<file path="src/rtl/fetch_ctrl_if.sv">
// fetch_ctrl_if: instruction-memory read port plus the decode-side
// instruction handshake. master = fetch controller, slave = memory/decode.
interface fetch_ctrl_if #(
  parameter int AW = 5
) ();
  logic          imem_req;
  logic [AW-1:0] imem_addr;
  logic          imem_gnt;
  logic          imem_rvalid;
  logic [31:0]   imem_rdata;

  logic          inst_valid;
  logic          inst_ready;
  logic [31:0]   inst_pc;
  logic [31:0]   inst_data;

  modport master (
    output imem_req,
    output imem_addr,
    input  imem_gnt,
    input  imem_rvalid,
    input  imem_rdata,
    output inst_valid,
    input  inst_ready,
    output inst_pc,
    output inst_data
  );

  modport slave (
    input  imem_req,
    input  imem_addr,
    output imem_gnt,
    output imem_rvalid,
    output imem_rdata,
    input  inst_valid,
    output inst_ready,
    input  inst_pc,
    input  inst_data
  );
endinterface

</file>
<file path="src/rtl/fetch_ctrl.sv">
// fetch_ctrl: single-outstanding instruction fetch sequencer. Issues one
// word read at a time, holds the returned instruction until decode takes
// it, and throws away any response made stale by a redirect.
//
//   state | meaning
//   IDLE  | fetch disabled, no request, nothing outstanding
//   REQ   | imem_req high, waiting for imem_gnt
//   WAIT  | read granted, waiting for imem_rvalid
//   HOLD  | instruction presented on inst_valid until inst_ready
//   DROP  | granted read is stale, swallow its response
module fetch_ctrl #(
  parameter logic [31:0] RESET_PC = 32'h0000_0000,
  parameter int          AW       = 5
) (
  input  logic         clk,
  input  logic         rst,
  input  logic         en,
  input  logic         redirect_valid,
  input  logic [31:0]  redirect_pc,
  fetch_ctrl_if.master bus,
  output logic [31:0]  fetch_count
);

  typedef enum logic [2:0] {
    S_IDLE = 3'd0,
    S_REQ  = 3'd1,
    S_WAIT = 3'd2,
    S_HOLD = 3'd3,
    S_DROP = 3'd4
  } state_t;

  state_t      state;
  logic [31:0] pc;
  logic [31:0] issued_pc;
  logic [31:0] redirect_target;
  logic [31:0] inst_pc_q;
  logic [31:0] inst_data_q;
  logic        req_q;
  logic        valid_q;
  // Goes high one edge after reset release so the first request cannot
  // appear until the second rising edge, whatever en does during release.
  logic        started;

  assign redirect_target = redirect_pc & 32'hFFFF_FFFC;

  assign bus.imem_req   = req_q;
  assign bus.imem_addr  = pc[AW+1:2];
  assign bus.inst_valid = valid_q;
  assign bus.inst_pc    = inst_pc_q;
  assign bus.inst_data  = inst_data_q;

  // Fetch FSM with registered request/valid outputs, pc tracking and delivery count.
  always_ff @(posedge clk or negedge rst) begin
    if (!rst) begin
      state       <= S_IDLE;
      pc          <= RESET_PC;
      issued_pc   <= '0;
      started     <= 1'b0;
      req_q       <= 1'b0;
      valid_q     <= 1'b0;
      inst_pc_q   <= '0;
      inst_data_q <= '0;
      fetch_count <= '0;
    end else begin
      started <= 1'b1;

      // Delivery counts whenever the handshake completes, even on a redirect cycle.
      if (valid_q && bus.inst_ready) begin
        fetch_count <= fetch_count + 32'd1;
      end

      // A redirect always wins the pc; a later one simply overwrites an earlier one.
      if (redirect_valid) begin
        pc <= redirect_target;
      end

      case (state)
        S_IDLE: begin
          if (en && started) begin
            state <= S_REQ;
            req_q <= 1'b1;
          end
        end

        S_REQ: begin
          // en is ignored here: a raised request is never withdrawn.
          if (bus.imem_gnt) begin
            req_q <= 1'b0;
            if (redirect_valid) begin
              state <= S_DROP;
            end else begin
              issued_pc <= pc;
              pc        <= pc + 32'd4;
              state     <= S_WAIT;
            end
          end
        end

        S_WAIT: begin
          if (redirect_valid) begin
            if (bus.imem_rvalid) begin
              state <= S_REQ;
              req_q <= 1'b1;
            end else begin
              state <= S_DROP;
            end
          end else if (bus.imem_rvalid) begin
            inst_pc_q   <= issued_pc;
            inst_data_q <= bus.imem_rdata;
            valid_q     <= 1'b1;
            state       <= S_HOLD;
          end
        end

        S_HOLD: begin
          if (redirect_valid || bus.inst_ready) begin
            valid_q <= 1'b0;
            if (redirect_valid || en) begin
              state <= S_REQ;
              req_q <= 1'b1;
            end else begin
              state <= S_IDLE;
            end
          end
        end

        S_DROP: begin
          if (bus.imem_rvalid) begin
            if (en) begin
              state <= S_REQ;
              req_q <= 1'b1;
            end else begin
              state <= S_IDLE;
            end
          end
        end

        default: begin
          state   <= S_IDLE;
          req_q   <= 1'b0;
          valid_q <= 1'b0;
        end
      endcase
    end
  end

endmodule

</file>
<file path="src/flat_wrapper.sv">
// flat-port wrapper written by rule: the top's interface ports become plain ports
module fetch_ctrl_flat 
#(
  parameter logic [31:0] RESET_PC = 32'h0000_0000,
  parameter int          AW       = 5
)
  (clk, rst, en, redirect_valid, redirect_pc, fetch_count, bus_imem_req, bus_imem_addr, bus_imem_gnt, bus_imem_rvalid, bus_imem_rdata, bus_inst_valid, bus_inst_ready, bus_inst_pc, bus_inst_data);
  fetch_ctrl_if #(.AW(AW)) bus_i ();
  input  logic clk;
  input  logic rst;
  input  logic en;
  input  logic redirect_valid;
  input  logic [31:0] redirect_pc;
  output logic [31:0] fetch_count;
  output wire logic [$bits(bus_i.imem_req)-1:0] bus_imem_req;
  output wire logic [$bits(bus_i.imem_addr)-1:0] bus_imem_addr;
  input wire logic [$bits(bus_i.imem_gnt)-1:0] bus_imem_gnt;
  input wire logic [$bits(bus_i.imem_rvalid)-1:0] bus_imem_rvalid;
  input wire logic [$bits(bus_i.imem_rdata)-1:0] bus_imem_rdata;
  output wire logic [$bits(bus_i.inst_valid)-1:0] bus_inst_valid;
  input wire logic [$bits(bus_i.inst_ready)-1:0] bus_inst_ready;
  output wire logic [$bits(bus_i.inst_pc)-1:0] bus_inst_pc;
  output wire logic [$bits(bus_i.inst_data)-1:0] bus_inst_data;
  assign bus_imem_req = bus_i.imem_req;
  assign bus_imem_addr = bus_i.imem_addr;
  assign bus_i.imem_gnt = bus_imem_gnt;
  assign bus_i.imem_rvalid = bus_imem_rvalid;
  assign bus_i.imem_rdata = bus_imem_rdata;
  assign bus_inst_valid = bus_i.inst_valid;
  assign bus_i.inst_ready = bus_inst_ready;
  assign bus_inst_pc = bus_i.inst_pc;
  assign bus_inst_data = bus_i.inst_data;
  fetch_ctrl #(.RESET_PC(RESET_PC), .AW(AW)) u_core (.clk(clk), .rst(rst), .en(en), .redirect_valid(redirect_valid), .redirect_pc(redirect_pc), .bus(bus_i), .fetch_count(fetch_count));
endmodule
</file>
<file path="config.mk">
export PLATFORM = sky130hd
export DESIGN_NAME = fetch_ctrl_flat
export DESIGN_NICKNAME = d
export VERILOG_FILES = /design/src/rtl/fetch_ctrl_if.sv /design/src/rtl/fetch_ctrl.sv /design/src/flat_wrapper.sv
export SDC_FILE = /design/constraint.sdc
export NUM_CORES = 1
export LEC_CHECK = 0
export BUFFER_PORTS_ARGS = -buffer_cell sky130_fd_sc_hd__buf_2
export CAP_MARGIN = 20
export CORE_ASPECT_RATIO = 0.6
export CORE_MARGIN = 3
export CORE_UTILIZATION = 54
export DETAILED_ROUTE_END_ITERATION = 8
export PLACE_DENSITY = 0.8
export SLEW_MARGIN = 10
export SYNTH_ARGS = -nofsm -noshare
export SYNTH_HDL_FRONTEND = slang
export SYNTH_SLANG_ARGS = --single-unit
</file>
<file path="constraint.sdc">
create_clock -name clk -period 2.8 [get_ports clk]
set_clock_uncertainty 0.15 [all_clocks]
set_input_delay 0.56 -clock clk [delete_from_list [all_inputs] [get_ports clk]]
set_output_delay 0.56 -clock clk [all_outputs]
set_load 0.02 [all_outputs]
</file>
# After elaboration in Yosys (flattened, before gate mapping)
# Index checks and enable logic that the tools add are counted.
totals:
  reg_bits: 166
  wordCells: 65
op_classes:
  n_addsub: 2
  mux: 27
  bitwise: 2
  eq_ne: 14
  reduce_logical: 11
ops:
  columns: ["cell", "count"]
  rows:
  - ["$mux W32", 4]
  - ["$add A32 B1 Y32 const B", 1]
  - ["$add A32 B3 Y32 const B", 1]
  - ["$mux W3", 8]
  - ["$pmux W3 S5", 1]
  - ["$mux W1", 12]
  - ["$ne A2 B2 Y1 const B", 6]
  - ["$reduce_and A8 Y1", 1]
  - ["$eq A3 B2 Y1 const B", 2]
  - ["$ne A2 B1 Y1 const B", 3]
  - ["$reduce_and A3 Y1", 2]
  - ["$pmux W1 S5", 1]
  - ["$reduce_and A5 Y1", 1]
  - ["$reduce_and A4 Y1", 1]
  - ["$eq A3 B1 Y1 const B", 1]
  - ["$eq A3 B3 Y1 const B", 1]
  - ["$logic_not A3 Y1", 1]
  - ["$ne A3 B3 Y1 const B", 1]
  - ["$pmux W1 S3", 1]
  - ["$reduce_or A3 Y1", 1]
  - ["$logic_and A1 B1 Y1", 2]
  - ["$logic_or A1 B1 Y1", 2]
  - ["$not A1 Y1", 2]

# Logic depth before layout (Yosys ltp)
# Gate-level depths: netlist of the first run.
depth:
  word_depth: 4
  mapped_depth: 6
  ltp_nobuf: 5

# Worst setup path after synthesis of the first run
# No wires, ideal clock.
synth_path:
  path_kind: "in2reg"
  start: "in redirect_valid"
  end: "reg u_core.inst_data_q[0] (netlist: u_core.bus.inst_data[0])"
  t_required_ps: 2525
  setup_time_ps: 125
  path_buffers: 3
  slack_ps: 514
  cell_stages: 6
  arrival_ps: 2012
  cell_sequence: "clkbuf_1 -> nor2_1 -> nand4b_1 -> clkbuf_1 -> clkbuf_1 -> mux2_2"
synth_via:
  elab_chain_len: 2
synth_rtl:
  columns: ["item", "line_no", "rtl"]
  rows:
  - ["from (decl)", "flat_wrapper.sv:12", "input logic redirect_valid;"]
  - ["$not A1 Y1 (no source line)", null, null]
  - ["$reduce_and A3 Y1 (no source line)", null, null]
  - ["to (signal assigned)", "fetch_ctrl.sv:109", "inst_data_q <= bus.imem_rdata;"]
  - ["to (decl)", "fetch_ctrl.sv:37", "logic [31:0] inst_data_q;"]
# No other way between the ends.
# A chain may end at the register's enable or synchronous reset.

# Final worst setup path of the first run
layout_path:
  start: "reg u_core.state[1]"
  end: "reg u_core.pc[14]"
layout_via:
  elab_chain_len: 2
layout_rtl:
  columns: ["item", "line_no", "rtl"]
  rows:
  - ["from (decl)", "fetch_ctrl.sv:32", "state_t state;"]
  - ["from (signal assigned)", "fetch_ctrl.sv:55", "state <= S_IDLE;"]
  - ["from (signal assigned)", "fetch_ctrl.sv:80", "state <= S_REQ;"]
  - ["from (signal assigned)", "fetch_ctrl.sv:90", "state <= S_DROP;"]
  - ["$eq A3 B1 Y1", "fetch_ctrl.sv:77", "case (state)"]
  - ["$mux W32", "fetch_ctrl.sv:77", null]
  - ["to (signal assigned)", "fetch_ctrl.sv:74", "pc <= redirect_target;"]
  - ["to (signal assigned)", "fetch_ctrl.sv:93", "pc <= pc + 32'd4;"]
  - ["to (decl)", "fetch_ctrl.sv:33", "logic [31:0] pc;"]
# No other way between the ends.

==> results list, run 1 <==
- Entering global routing, the biggest net connects 62 pins.
- For this run, global-route usage on met2 was measured as 34.1%.
* Pins Over Slew Limit: 0
* Met3 routing resource usage after global routing: 6.42%
- Across the VDD grid, the largest voltage drop is 0.000499 V.
- Critical Path Start: u_core.state[1]$_DFFE_PN0P_
- For this design the ratio of total power to cell area is 894 nW/µm².
- Summing all multi-input logic gate instances after layout gives 2920 µm².
- Wirelength per Cell: 17.6 µm
- TritonCTS built the clock tree.
- Total of flip-flops plus latches after synthesis: 166
* Violation count after the first detailed-routing iteration: 400
- Routed via count divided by cell count: 5.59
* Number of rows created at floorplan: 32
- Buffers added to address setup during post-CTS repair amount to 0.
- Clock-pin slew was measured on the worst setup and hold paths at 70 ps.
- TritonCTS created 17 clock buffers.
- The routed layout has 5241 vias.
* WS Path Type: register to register
* CP arrival: 2580 ps
- Data on the critical path is required at its endpoint by 3000 ps.
- Count of clock tree sinks: 166
- Summed over all cells, the static leakage comes to 4.39 nW.
- Subtracting the final worst setup slack from the clock period gives 2390 ps.
- After clock tree synthesis, the flow added hold-fix buffers numbering 1.
- The net count of the finished layout is 828.
- In this run the critical register-to-register path is captured at u_core.pc[14]$_DFF_PN0_.
* Relative slew slack: 47.0%
- The number of global-route vias before repair is 5218.
- First-pass iteration count of the detailed router: 5
* Residual DRC: 0
- Post-synthesis instance area: 7250 µm²
- Post-CTS repair changed the size of 0 cells.
- The min-delay analysis places its worst path in the category input port to register.
* Final Cycle Share: 85.2%
* Global routing usage on met1: 31.4%
- Crit path max fanout: 17
- sky130_fd_sc_hd__dfrtp_1 takes more of the synthesized area than any other cell.
* Clock latency on the worst-skew pair: 410 ps
- In this run the biggest area consumer among cell types represents 57.3% of the synthesized area.
- From left edge to right edge, the die measures 156 µm.
* Number of antenna cells inserted: 0
- The global routing stage identified its most utilized layer as met2.
- Summing the sequential cell areas from Yosys gives 57.3% of the chip area.
* Total Power: 7.97 mW
- Footprint of the flip-flops and latches: 4150 µm²
* Ratio of cells with drive above 1 in the final layout: 42.3%
* Count of pins on the block boundary: 174
- STA classifies the critical path startpoint as a register.
- Buffers on Ports: 171
- The H-tree generated during clock tree synthesis spans 4 levels.
- In this run, synthesis inferred 0 flip-flops with an integrated enable.
* Synthesis Warnings: 0
- Max Buffers Root-to-Sink: 2
- Max Clk Rate: 0.419 GHz
- Count of different cell masters after synthesis: 54
- Dominant synthesized flop cell: sky130_fd_sc_hd__dfrtp_1
- Across all register-to-register paths, the minimum setup slack is 410 ps.
* Global router's overall resource usage: 22.2%
- For this configuration, the core starts out at a cell density of 55.9%.
- The root buffer cell chosen for the clock tree is sky130_fd_sc_hd__clkbuf_16.
- Accumulated negative setup slack: 0 ps
- In this run the critical register-to-register path is launched from u_core.state[1]$_DFFE_PN0P_.
- Total detailed-routing wirelength: 16500 µm
- Unrepaired setup endpoints after global routing: no
* Remaining antenna violation count after routing: 0
- FFs w/ async S/R, synth: 100%
- The number of antenna violations at the first check in global routing came to 1.
- Remaining global-route overflow: 0
- In this run the vertical extent of the chip is 95.8 µm.
- Gp weighted congestion: 0.861
- The total count of hold-check failures in the final report came to 0.
- Capturing element of the worst setup path: u_core.pc[14]$_DFF_PN0_
- Result of the run: complete, no violations
* Area Overhead vs Synth: 23.0%
* Synthesized instance count: 580
- HPWL Detailed: 11900 µm
* Top post-synthesis cells by area: sky130_fd_sc_hd__dfrtp_1 (57%), sky130_fd_sc_hd__mux2_2 (15%), sky130_fd_sc_hd__xnor2_1 (4.1%), sky130_fd_sc_hd__nand3_1 (2.2%), sky130_fd_sc_hd__mux2i_1 (2.1%)
- Max-cap violations in this run came to 0.
- The die covers 14900 µm².
- Mean instance size in the synthesized netlist: 12.5 µm²
- Synthesized Nets: 653
- The first global-routing pass estimated 26200 µm of wire.
- Setup violations remaining at the end of the flow were counted as 0.
- After filler insertion, the fill cell instance count of the layout stands at 958.
* Worst-margin pin slew: 792 ps
* Core Area: 13000 µm²
- STA classifies the critical path endpoint as a register.
* Worst Reg2Reg Path Length in Cells: 4
[area by class of cell]
class	count	area share, %
clock buffers	18	4.92
repair buffers	189	11.5
flip-flops and latches	166	46.6
multi-input cells	372	32.7
well taps	170	2.38
inverters	9	0.379
clock inverters	14	1.57
[metrics by stage]
stage / util, % / hold WS, ps / cell area, µm² / setup WS [ps] / cells
after detailed placement: 64.2 / 321 / 8330 / 503 / 905
after global placement: 64.2 / 306 / 8330 / 526 / 905
final: 68.8 / 202 / 8920 / 414 / 938
after global routing: 68.8 / 197 / 8920 / 258 / 938
after floorplan: - / 114 / 7250 / 514 / 580
after CTS: 68.8 / 185 / 8920 / 481 / 938
[power breakdown]
group | switching, mW | internal, mW
logic | 1.19 | 1.00
registers | 0.448 | 3.06
clock network | 0.996 | 1.27
[synthesized netlist by cell type (all sizes together), types with 4 or more instances]
master and count:
dfrtp 166, mux2 98, xnor2 34, nand2 33
nand3 32, clkbuf 25, nand4 23, nor2 17
mux2i 15, o21ai 14, and4 9, nor3 9
buf 8, inv 8, or4 8, a31oi 7
nor4 7, a21oi 6, and3 6, xor2 6
o31ai 4, or4b 4
[flip-flops by register name, summed over array words and instances (netlist names)]
register	count
u_core.bus.imem_req	1
u_core.bus.inst_data	32
u_core.bus.inst_pc	32
u_core.bus.inst_valid	1
u_core.fetch_count	32
u_core.issued_pc	32
u_core.pc	32
u_core.started	1
u_core.state	3
[cell usage in the layout (no fill, tap or decap), types with 3 or more instances in the layout]
cell | netlist | routed
sky130_fd_sc_hd__buf_2 | 1 | 170
sky130_fd_sc_hd__dfrtp_1 | 166 | 166
sky130_fd_sc_hd__mux2_2 | 98 | 98
sky130_fd_sc_hd__xnor2_1 | 34 | 34
sky130_fd_sc_hd__nand2_1 | 33 | 33
sky130_fd_sc_hd__nand3_1 | 32 | 32
sky130_fd_sc_hd__nand4_1 | 21 | 21
sky130_fd_sc_hd__clkbuf_16 | 0 | 17
sky130_fd_sc_hd__nor2_1 | 17 | 16
sky130_fd_sc_hd__mux2i_1 | 15 | 15
sky130_fd_sc_hd__buf_4 | 5 | 15
sky130_fd_sc_hd__o21ai_0 | 14 | 14
sky130_fd_sc_hd__and4_1 | 9 | 9
sky130_fd_sc_hd__nor3_1 | 9 | 9
sky130_fd_sc_hd__inv_1 | 8 | 8
sky130_fd_sc_hd__nor4_1 | 7 | 7
sky130_fd_sc_hd__a31oi_1 | 7 | 7
sky130_fd_sc_hd__or4_1 | 7 | 7
sky130_fd_sc_hd__a21oi_1 | 6 | 6
sky130_fd_sc_hd__xor2_1 | 6 | 6
sky130_fd_sc_hd__and3_1 | 6 | 6
sky130_fd_sc_hd__inv_6 | 0 | 5
sky130_fd_sc_hd__o31ai_1 | 4 | 4
sky130_fd_sc_hd__clkinv_4 | 0 | 4
sky130_fd_sc_hd__nand2b_1 | 3 | 3
sky130_fd_sc_hd__or3_1 | 3 | 3
sky130_fd_sc_hd__o211ai_1 | 3 | 3
sky130_fd_sc_hd__or4b_2 | 3 | 3
sky130_fd_sc_hd__and2_1 | 3 | 3
[cell families (layout without fill, tap and decap cells)]
group	after synthesis	in the layout	share of synthesized area (%)
other	1	1	0.0517
muxes	113	113	17.3
and+or+nand+nor	168	168	13.4
xor gates and xnor gates	40	40	4.83
DFF	166	166	57.3
AOI/OAI and AO/OA	48	48	4.30
adders and majority gates	2	2	0.345
buffers and inverters	42	230	2.55
[worst min-delay path by stage]
stage	start	end	slack, ps	cells after the start
finish	redirect_pc[7]	u_core.pc[7]$_DFF_PN0_	200	3
global route	redirect_pc[12]	u_core.pc[12]$_DFF_PN0_	200	3
CTS	redirect_pc[7]	u_core.pc[7]$_DFF_PN0_	190	3
detailed placement	u_core.fetch_count[31]$_DFFE_PN0P_	u_core.fetch_count[31]$_DFFE_PN0P_	320	1
global placement	u_core.fetch_count[31]$_DFFE_PN0P_	u_core.fetch_count[31]$_DFFE_PN0P_	310	1
floorplan	rst	u_core.bus.imem_req$_DFFE_PN0P_	110	0
[layer usage]
metal,vias up,part of all wire [%]
met5,-,0.043
met4,2,1.5
met3,20,7.1
met2,187,46
met1,2572,45
li1,2460,-
[worst max-delay path, stage by stage, from the launching register on]
cell and delay, ps:
sky130_fd_sc_hd__dfrtp_1 560, sky130_fd_sc_hd__nand3b_1 380, sky130_fd_sc_hd__nor3_1 510, sky130_fd_sc_hd__or4b_2 620
sky130_fd_sc_hd__nand3_1 110
Note: power is estimated with default switching activity, not from simulation.
==> run 2, diff against run 1 <==
--- a/config.mk
+++ b/config.mk
@@ -5,13 +5,14 @@
 export SDC_FILE = /design/constraint.sdc
 export NUM_CORES = 1
 export LEC_CHECK = 0
+export ABC_AREA = 1
 export BUFFER_PORTS_ARGS = -buffer_cell sky130_fd_sc_hd__buf_2
 export CAP_MARGIN = 20
 export CORE_ASPECT_RATIO = 0.6
 export CORE_MARGIN = 3
-export CORE_UTILIZATION = 54
+export CORE_UTILIZATION = 55
 export DETAILED_ROUTE_END_ITERATION = 8
-export PLACE_DENSITY = 0.8
+export PLACE_DENSITY = 0.81
 export SLEW_MARGIN = 10
 export SYNTH_ARGS = -nofsm -noshare
 export SYNTH_HDL_FRONTEND = slang
==> run 2 against run 1 <==
Combinational power up 13%. First-iteration DRC count up 84%. Hold slack worse by 21 ps. Sequential cell count unchanged. Sequential power about the same. Synthesized area up 9.1%. Critical path type unchanged.
==> results list, run 2 <==
* First-pass iteration count of the detailed router: 5 (unchanged)
- The share of layout cells above drive strength 1 was 24.0% (was 42.3%).
* CP required: 2960 ps (was 3000 ps)
- Setup Viol. Count Final: 0 (unchanged)
* Minimum setup slack in the final design: 656 ps (was 414 ps)
* Area share of the largest cell type after synthesis: 52.5% (was 57.3%)
- The last weighted congestion value of the routability-driven placer was 0.900 (was 0.861).
- Footprint of the flip-flops and latches: 4150 µm² (unchanged)
- Commonest cells after routing, fill and taps aside: sky130_fd_sc_hd__nand2_1 (298), sky130_fd_sc_hd__buf_2 (170), sky130_fd_sc_hd__dfrtp_1 (166) (was sky130_fd_sc_hd__buf_2 (170), sky130_fd_sc_hd__dfrtp_1 (166), sky130_fd_sc_hd__mux2_2 (98)).
* Synthesized Nets: 1009 (was 653)
- Library cell occupying the most area in the post-synthesis netlist: sky130_fd_sc_hd__dfrtp_1 (unchanged)
* Crit path max fanout: 6 (was 17)
- Max Buffers Root-to-Sink: 2 (unchanged)
* Final non-filler cell area: 9550 µm² (was 8920 µm²)
- The depth of the worst hold-timing path came to 3 (unchanged).
- Post-synthesis instance area: 7910 µm² (was 7250 µm²)
* Largest net degree at the start of global routing: 66 (was 62)
- Most numerous cell in the Yosys netlist: sky130_fd_sc_hd__nand2_1 (was sky130_fd_sc_hd__dfrtp_1)
- Number of rows created at floorplan: 33 (was 32)
* Most frequent standard cell in the layout excluding fill and tap cells: sky130_fd_sc_hd__nand2_1 (was sky130_fd_sc_hd__buf_2)
- The detailed-route vias per instance came to 5.28 (was 5.59).
- CP top delay family: simple AND/OR/NAND/NOR gates (unchanged)
* Count of pins on the block boundary: 174 (unchanged)
- The clock buffer count from CTS came to 17 (unchanged).
- The number of nets still failing antenna checks after routing is 0 (unchanged).
* Multi-input gate area: 3230 µm² (was 2920 µm²)
* Synthesized instance count: 936 (was 580)
- Number of flops mapped to enable cells by yosys: 0 (unchanged)
- The wire length of the first global-routing pass was 33100 µm (was 26200 µm).
* Unrepaired setup endpoints after global routing: no (unchanged)
* Count of clock tree sinks: 166 (unchanged)
* Residual DRC: 0 (unchanged)
* Top post-synthesis cells by area: sky130_fd_sc_hd__dfrtp_1 (53%), sky130_fd_sc_hd__nand2_1 (14%), sky130_fd_sc_hd__o21ai_0 (5.4%), sky130_fd_sc_hd__nor2_1 (4.7%), sky130_fd_sc_hd__mux2_2 (4.6%) (was sky130_fd_sc_hd__dfrtp_1 (57%), sky130_fd_sc_hd__mux2_2 (15%), sky130_fd_sc_hd__xnor2_1 (4.1%), sky130_fd_sc_hd__nand3_1 (2.2%), sky130_fd_sc_hd__mux2i_1 (2.1%))
- RR Endpoint: u_core.pc[24]$_DFF_PN0_ (was u_core.pc[14]$_DFF_PN0_)
- CP arrival: 2300 ps (was 2580 ps)
* Mean instance size in the synthesized netlist: 8.45 µm² (was 12.5 µm²)
* Most frequent cells after synthesis: sky130_fd_sc_hd__nand2_1 (298), sky130_fd_sc_hd__dfrtp_1 (166), sky130_fd_sc_hd__nor2_1 (100), sky130_fd_sc_hd__o21ai_0 (85), sky130_fd_sc_hd__inv_1 (83) (was sky130_fd_sc_hd__dfrtp_1 (166), sky130_fd_sc_hd__mux2_2 (98), sky130_fd_sc_hd__xnor2_1 (34), sky130_fd_sc_hd__nand2_1 (33), sky130_fd_sc_hd__nand3_1 (32))
- The post-placement cell area is 8930 µm² (was 8330 µm²).
* Relative slew slack: 63.0% (was 47.0%)
- VDD IR max: 0.000456 V (was 0.000499 V)
* Area of the die: 15900 µm² (was 14900 µm²)
- The start of the worst register-to-register path was u_core.pc[2]$_DFF_PN0_ (was u_core.state[1]$_DFFE_PN0P_).
- Final instance count without filler cells: 1313 (was 938)
* Min-delay src: redirect_pc[12] (was redirect_pc[7])
- Leakage component of the power: 4.83 nW (was 4.39 nW)
* Number of nets in the finished design: 1181 (was 828)
- Critical-path cell list: ha_1, nand2_1, nor2_1, nand3_1, nor2_4, nand3_1, o21ai_0, nand2_1 (was nand3b_1, nor3_1, or4b_2, nand3_1).
- Pwr Density: 867 nW/µm² (was 894 nW/µm²)
- The clock edge transition at the registers on the reported setup and hold paths was 70 ps (about the same).
- Violation count after the first detailed-routing iteration: 735 (was 400)
- The buffer count from post-CTS setup fixing was 0 (unchanged).
- Remaining global-route overflow: 0 (unchanged)
- Final worst path period need: 2140 ps (was 2390 ps)
* Worst-margin pin slew: 554 ps (was 792 ps)
* Count of different cell masters after synthesis: 44 (was 54)
- The number of stages on the worst setup path was 8 (was 4).
* Count of maximum capacitance violations: 0 (unchanged)
- The clock latency on the worst-skew pair came to 430 ps (was 410 ps).
* Via count of the first global-routing pass: 6556 (was 5218)
* Die width: 161 µm (was 156 µm)
* Result of the run: complete, no violations (unchanged)
- The HPWL after detailed placement was 14400 µm (was 11900 µm).
* Pins Over Slew Limit: 0 (unchanged)
- The overall global routing resource usage was 26.1% (was 22.2%).
- H-Tree Level Count: 4 (unchanged)
* Clock tree from TritonCTS: yes (unchanged)
- Endpoint kind of the worst setup timing path: register (unchanged)
* Final Cycle Share: 76.6% (was 85.2%)
- The count of cells along the worst register-to-register path is 8 (was 4).
- Smallest hold slack: 181 ps (was 202 ps)
- Total of flip-flops plus latches after synthesis: 166 (unchanged)
- The peak clock frequency supported by timing came to 0.466 GHz (was 0.419 GHz).
- Root buffer cell: sky130_fd_sc_hd__clkbuf_16 (unchanged)
- Accumulated negative setup slack: 0 ps (unchanged)
- DP Cell Count: 1280 (was 905)
* WS Path Type: register to register (unchanged)
- Starting Density: 57.0% (was 55.9%)
- The total power after layout came to 8.28 mW (was 7.97 mW).
* Buffering stage count on the worst path with inverters included: 0 (unchanged)
* Final Hold Violating Endpoints: 0 (unchanged)
* Peak per-stage delay on the critical path: 450 ps (was 620 ps)
* Number of antenna violations at the first check in global routing: 0 (was 1)
- Wirelength per Cell: 15.3 µm (was 17.6 µm)
- The total vias in the final route was 6939 (was 5241).
- Buffers on Ports: 171 (unchanged)
- Y dimension of the die: 98.9 µm (was 95.8 µm)
* Core Area: 13900 µm² (was 13000 µm²)
- The startpoint type of the worst setup path is a register (unchanged).
- The fraction of the yosys area taken by sequential cells came to 52.5% (was 57.3%).
- The fill cell instance count of the final layout is 1117 (was 958).
* Final core utilization: 68.8% (about the same)
* Class of the tightest hold or removal check: input port to register (unchanged)
- The area added between synthesis and finish is 20.7% (was 23.0%).
- The count of antenna diodes in the layout was 0 (unchanged).
* Hold path endpoint: u_core.pc[12]$_DFF_PN0_ (was u_core.pc[7]$_DFF_PN0_)
- Worst slack after detailed placement: 650 ps (was 503 ps)
- FFs w/ async S/R, synth: 100% (unchanged)
- The final wirelength is 20100 µm (was 16500 µm).
- Highest-delay cell along the critical path: sky130_fd_sc_hd__dfrtp_1 (was sky130_fd_sc_hd__or4b_2)
- Slack of the worst reg-to-reg path: 660 ps (was 410 ps)
- Synthesis Warnings: 0 (unchanged)
* Dominant synthesized flop cell: sky130_fd_sc_hd__dfrtp_1 (unchanged)
==> run 2: changes by cell type after synthesis, sizes merged, moves of 9 or more <==
cell    previous run  this run
a21oi              6        16
and4               9         0
buf                8        23
clkbuf            25         8
inv                8        86
mux2              98        32
mux2i             15         1
nand2             33       301
nand3b             2        11
nand4             23        11
nor2              17       109
o21ai             14        95
xnor2             34        10
==> run 2: where the power goes <==
group	leakage, nW	total [mW]	internal (mW)	switching, mW
logic	2.41	2.47	0.853	1.62
clock network	0.292	2.33	1.21	1.12
registers	2.13	3.48	3.08	0.399
==> run 2: kinds of logic (layout without fill, tap and decap cells) <==
logic type	count (synthesis)	after routing	share of synthesized area [%]
XOR/XNOR	20	20	2.21
AO/OA/AOI/OAI	120	120	7.81
flip-flops	166	166	52.5
other	1	1	0.0474
AND/OR/NAND/NOR	476	476	25.8
buffers and inverters	118	303	6.63
adder cells (fa/ha/maj)	2	2	0.316
multiplexers	33	33	4.68
==> run 2: how the worst max path moves through the flow <==
stage	start	end	slack (ps)
final	u_core.pc[2]$_DFF_PN0_	u_core.pc[24]$_DFF_PN0_	660
after floorplan	u_core.fetch_count[0]$_DFFE_PN0P_	u_core.fetch_count[22]$_DFFE_PN0P_	950
after global routing	u_core.pc[3]$_DFF_PN0_	u_core.pc[24]$_DFF_PN0_	420
after detailed placement	bus_inst_ready	u_core.fetch_count[22]$_DFFE_PN0P_	650
after CTS	u_core.pc[2]$_DFF_PN0_	u_core.pc[24]$_DFF_PN0_	740
after global placement	bus_inst_ready	u_core.fetch_count[22]$_DFFE_PN0P_	690
==> run 2: layout make-up <==
class	instances	share of cell area, %
clock buffers	17	4.46
clock inverters	15	1.89
inverters	87	3.42
multi-input cells	652	33.9
flip-flops and latches	166	43.5
well taps	192	2.52
repair buffers	184	10.3
==> run 2: what timing repair did <==
item,4_1_cts,5_1_grt
endpoints found under the hold margin,39,0
resized for setup,0,0
hold buffers,1,0
==> run 2: routing by layer <==
layer,track usage [%],wire length [µm]
met1,38.5,9210
met2,38.3,8600
met3,7.14,2050
met4,6.81,231
met5,0,0
==> run 2: worst min-delay path: stages <==
cell and delay (ps):
sky130_fd_sc_hd__buf_2 70, sky130_fd_sc_hd__nand2_1 40, sky130_fd_sc_hd__nand2_1 50
==> run 3, diff against run 2 <==
--- a/config.mk
+++ b/config.mk
@@ -5,14 +5,14 @@
 export SDC_FILE = /design/constraint.sdc
 export NUM_CORES = 1
 export LEC_CHECK = 0
-export ABC_AREA = 1
+export ABC_AREA = 0
 export BUFFER_PORTS_ARGS = -buffer_cell sky130_fd_sc_hd__buf_2
 export CAP_MARGIN = 20
 export CORE_ASPECT_RATIO = 0.6
 export CORE_MARGIN = 3
-export CORE_UTILIZATION = 55
+export CORE_UTILIZATION = 48
 export DETAILED_ROUTE_END_ITERATION = 8
-export PLACE_DENSITY = 0.81
+export PLACE_DENSITY = 0.76
 export SLEW_MARGIN = 10
 export SYNTH_ARGS = -nofsm -noshare
 export SYNTH_HDL_FRONTEND = slang
==> constraint.sdc (replaced) <==
create_clock -name clk -period 1.9 [get_ports clk]
set_clock_uncertainty 0.15 [all_clocks]
set_input_delay 0.38 -clock clk [delete_from_list [all_inputs] [get_ports clk]]
set_output_delay 0.38 -clock clk [all_outputs]
set_load 0.02 [all_outputs]
==> run 3 against run 2 <==
The flow now finishes with violations (negative setup slack). Routed wire length shrank 12%. Clock-buffer cell count is 1 higher. Register-to-register slack worse by 790 ps. First-iteration DRC count down 50%. Critical path depth is 3 lower. Non-clock buffer count rose by 66. Largest power group unchanged. Highest routed layer is now met5.
==> results list, run 3 (synthesized netlist as in run 1, its figures left out) <==
- Result of the run: complete, but fails checks (was complete, no violations)
* Violations in the final reports: negative setup slack
- Routed via count divided by cell count: 5.41 (was 5.28)
- Commonest cells after routing, fill and taps aside: sky130_fd_sc_hd__buf_2 (170), sky130_fd_sc_hd__dfrtp_1 (158), sky130_fd_sc_hd__mux2_2 (98) (was sky130_fd_sc_hd__nand2_1 (298), sky130_fd_sc_hd__buf_2 (170), sky130_fd_sc_hd__dfrtp_1 (166)).
- Total detailed-routing wirelength: 17700 µm (was 20100 µm)
* CTS clock-pin slew for the worst setup and hold paths: 70 ps (about the same)
- The count of antenna diodes in the layout is 0 (unchanged).
- First-pass GRT wire length: 27900 µm (was 33100 µm)
* Unrepaired setup endpoints after global routing: yes (was no)
* Critical-path cell list: nand4_1, buf_4, or4_4, or4_1, a31oi_1 (was ha_1, nand2_1, nor2_1, nand3_1, nor2_4, nand3_1, o21ai_0, nand2_1)
- The starting density of the core is 49.6% (was 57.0%).
* Minimum setup slack in the final design: -135 ps (was 656 ps)
- The launching instance or port of the critical path was u_core.pc[18]$_DFF_PN0_ (was u_core.pc[2]$_DFF_PN0_).
* Remaining global-route overflow: 0 (unchanged)
* H-Tree Level Count: 4 (unchanged)
- The total number of clock tree sinks was 166 (unchanged).
* Max Buffers Root-to-Sink: 2 (unchanged)
* Buffers on Ports: 171 (unchanged)
- The clock root buffer is sky130_fd_sc_hd__clkbuf_16 (unchanged).
- The die extent in y was 101 µm (was 98.9 µm).
- The data required time of the critical path came to 2090 ps (was 2960 ps).
- The most common cell after layout, fill and taps aside is sky130_fd_sc_hd__buf_2 (was sky130_fd_sc_hd__nand2_1).
- The critical path capture point is u_core.pc[22]$_DFF_PN0_ (was u_core.pc[24]$_DFF_PN0_).
* Number of CTS-inserted buffers: 17 (unchanged)
* Busiest grt layer: met2 (was met1)
- The row count is 34 (was 33).
* Final worst path period need: 2040 ps (was 2140 ps)
- Start of the worst register-to-register path: u_core.pc[18]$_DFF_PN0_ (was u_core.pc[2]$_DFF_PN0_)
- The TritonCTS clock tree is yes (unchanged).
- Min-delay src: redirect_pc[18] (was redirect_pc[12])
- Final Cycle Share: 107% (was 76.6%)
* Met3 routing resource usage after global routing: 5.56% (was 7.14%)
- Count of pins on the block boundary: 174 (unchanged)
- The count of unresolved DRC violations after routing came to 0 (unchanged).
- The count of pins over their slew limit came to 0 (unchanged).
- The count of cells along the worst register-to-register path was 5 (was 8).
- The total power density per cell area came to 1260 nW/µm² (was 867 nW/µm²).
* Gp weighted congestion: 0.852 (was 0.900)
- The area added between synthesis and finish was 32.9% (was 20.7%).
* Die width: 165 µm (was 161 µm)
- The worst slack at placement came to -126 ps (was 650 ps).
- The worst path arrival time is 2230 ps (was 2300 ps).
- Clock latency on the worst-skew pair: 410 ps (was 430 ps)
* Global routing usage on met1: 30.1% (was 38.5%)
- The share of layout cells above drive strength 1 was 49.5% (was 24.0%).
- The net count of the finished layout was 890 (was 1181).
* Peak per-stage delay on the critical path: 550 ps (was 450 ps)
* HPWL Detailed: 12400 µm (was 14400 µm)
- Largest net degree at the start of global routing: 48 (was 66)
- Setup crit start kind: register (unchanged)
* Final Hold Violating Endpoints: 0 (unchanged)
* Core Area: 14600 µm² (was 13900 µm²)
- Wirelength per Cell: 17.2 µm (was 15.3 µm)
* WS Path Type: register to register (unchanged)
- The type of the worst min-delay path was input port to register (unchanged).
- Violation count after the first detailed-routing iteration: 364 (was 735)
- The peak clock frequency supported by timing is 0.491 GHz (was 0.466 GHz).
- Area of the die: 16700 µm² (was 15900 µm²)
- The slowest stage cell on the critical path was sky130_fd_sc_hd__or4_4 (was sky130_fd_sc_hd__dfrtp_1).
- The fill cell instance count of the final layout is 1123 (was 1117).
* VDD IR max: 0.000744 V (was 0.000456 V)
- The endpoint of the most critical register-to-register path is u_core.pc[22]$_DFF_PN0_ (was u_core.pc[24]$_DFF_PN0_).
* Routed vias: 5557 (was 6939)
- Via count of the first global-routing pass: 5511 (was 6556)
- Leakage component of the power: 4.75 nW (was 4.83 nW)
- Total Power: 12.1 mW (was 8.28 mW)
- The number of nets still failing antenna checks after routing was 0 (unchanged).
- Setup Viol. Count Final: 7 (was 0)
* Met2 track demand over resource: 32.5% (was 38.3%)
- Endpoint kind of the worst setup timing path: register (unchanged)
* First-pass iteration count of the detailed router: 5 (unchanged)
* Slack of the worst reg-to-reg path: -140 ps (was 660 ps)
- The number of antenna violations at the first check in global routing came to 2 (was 0).
* Count of maximum capacitance violations: 0 (unchanged)
- The post-route worst hold slack was 15.5 ps (was 181 ps).
* Crit path max fanout: 5 (was 6)
- Global router's overall resource usage: 21.1% (was 26.1%)
run 3: repair_timing:
item	in CTS	in global routing
gates resized for setup	12	23
hold buffers	1	0
setup endpoints to repair	51	73
buffers inserted	5	4
pin swaps	9	9
gates cloned	1	1
endpoints found under the hold margin	25	0
run 3: metal layers:
metal	routed length (µm)	share of wire, %
met5	22	0.12
met4	207	1.2
met3	1240	7.0
met2	8040	45
met1	8210	46
run 3: worst min-delay path by stage:
stage / endpoint / cells past startpoint
6_report: u_core.pc[18]$_DFF_PN0_ / 3
5_1_grt: u_core.pc[18]$_DFF_PN0_ / 3
4_1_cts: u_core.pc[18]$_DFF_PN0_ / 3
3_5_place_dp: u_core.issued_pc[7]$_DFFE_PN0P_ / 1
3_3_place_gp: u_core.issued_pc[7]$_DFFE_PN0P_ / 1
2_1_floorplan: u_core.bus.imem_req$_DFFE_PN0P_ / 0
run 3: cell type report:
type	count	area, µm²	share of cell area, %
clock buffers	18	429	4.45
clock inverters	14	140	1.45
inverters	9	33.8	0.350
multi-input cells	373	3050	31.6
flip-flops and latches	166	4160	43.2
well taps	198	248	2.57
repair buffers	250	1580	16.4
run 3: through the flow:
| stage | TNS [ps] | util (%) | area (µm²) | cells |
|---|---|---|---|---|
| 2_1_floorplan | -540 | - | 7280 | 580 |
| 3_3_place_gp | -427 | 60.2 | 8810 | 985 |
| 3_5_place_dp | -2130 | 60.2 | 8810 | 985 |
| 4_1_cts | -644 | 64.8 | 9480 | 1024 |
| 5_1_grt | -1930 | 65.9 | 9640 | 1028 |
| 6_report | -600 | 65.9 | 9640 | 1028 |
run 3: critical path: cells and delay by family (launching register included):
family	cells	cell delay (ps)
buf+inv	1	190
simple gates	3	1140
flops	1	350
compound gates	1	130
run 3: report_power, final:
group / total, mW / switching (mW) / internal, mW
Combinational: 3.68 / 1.93 / 1.75
Sequential: 5.07 / 0.553 / 4.52
Clock: 3.35 / 1.51 / 1.84
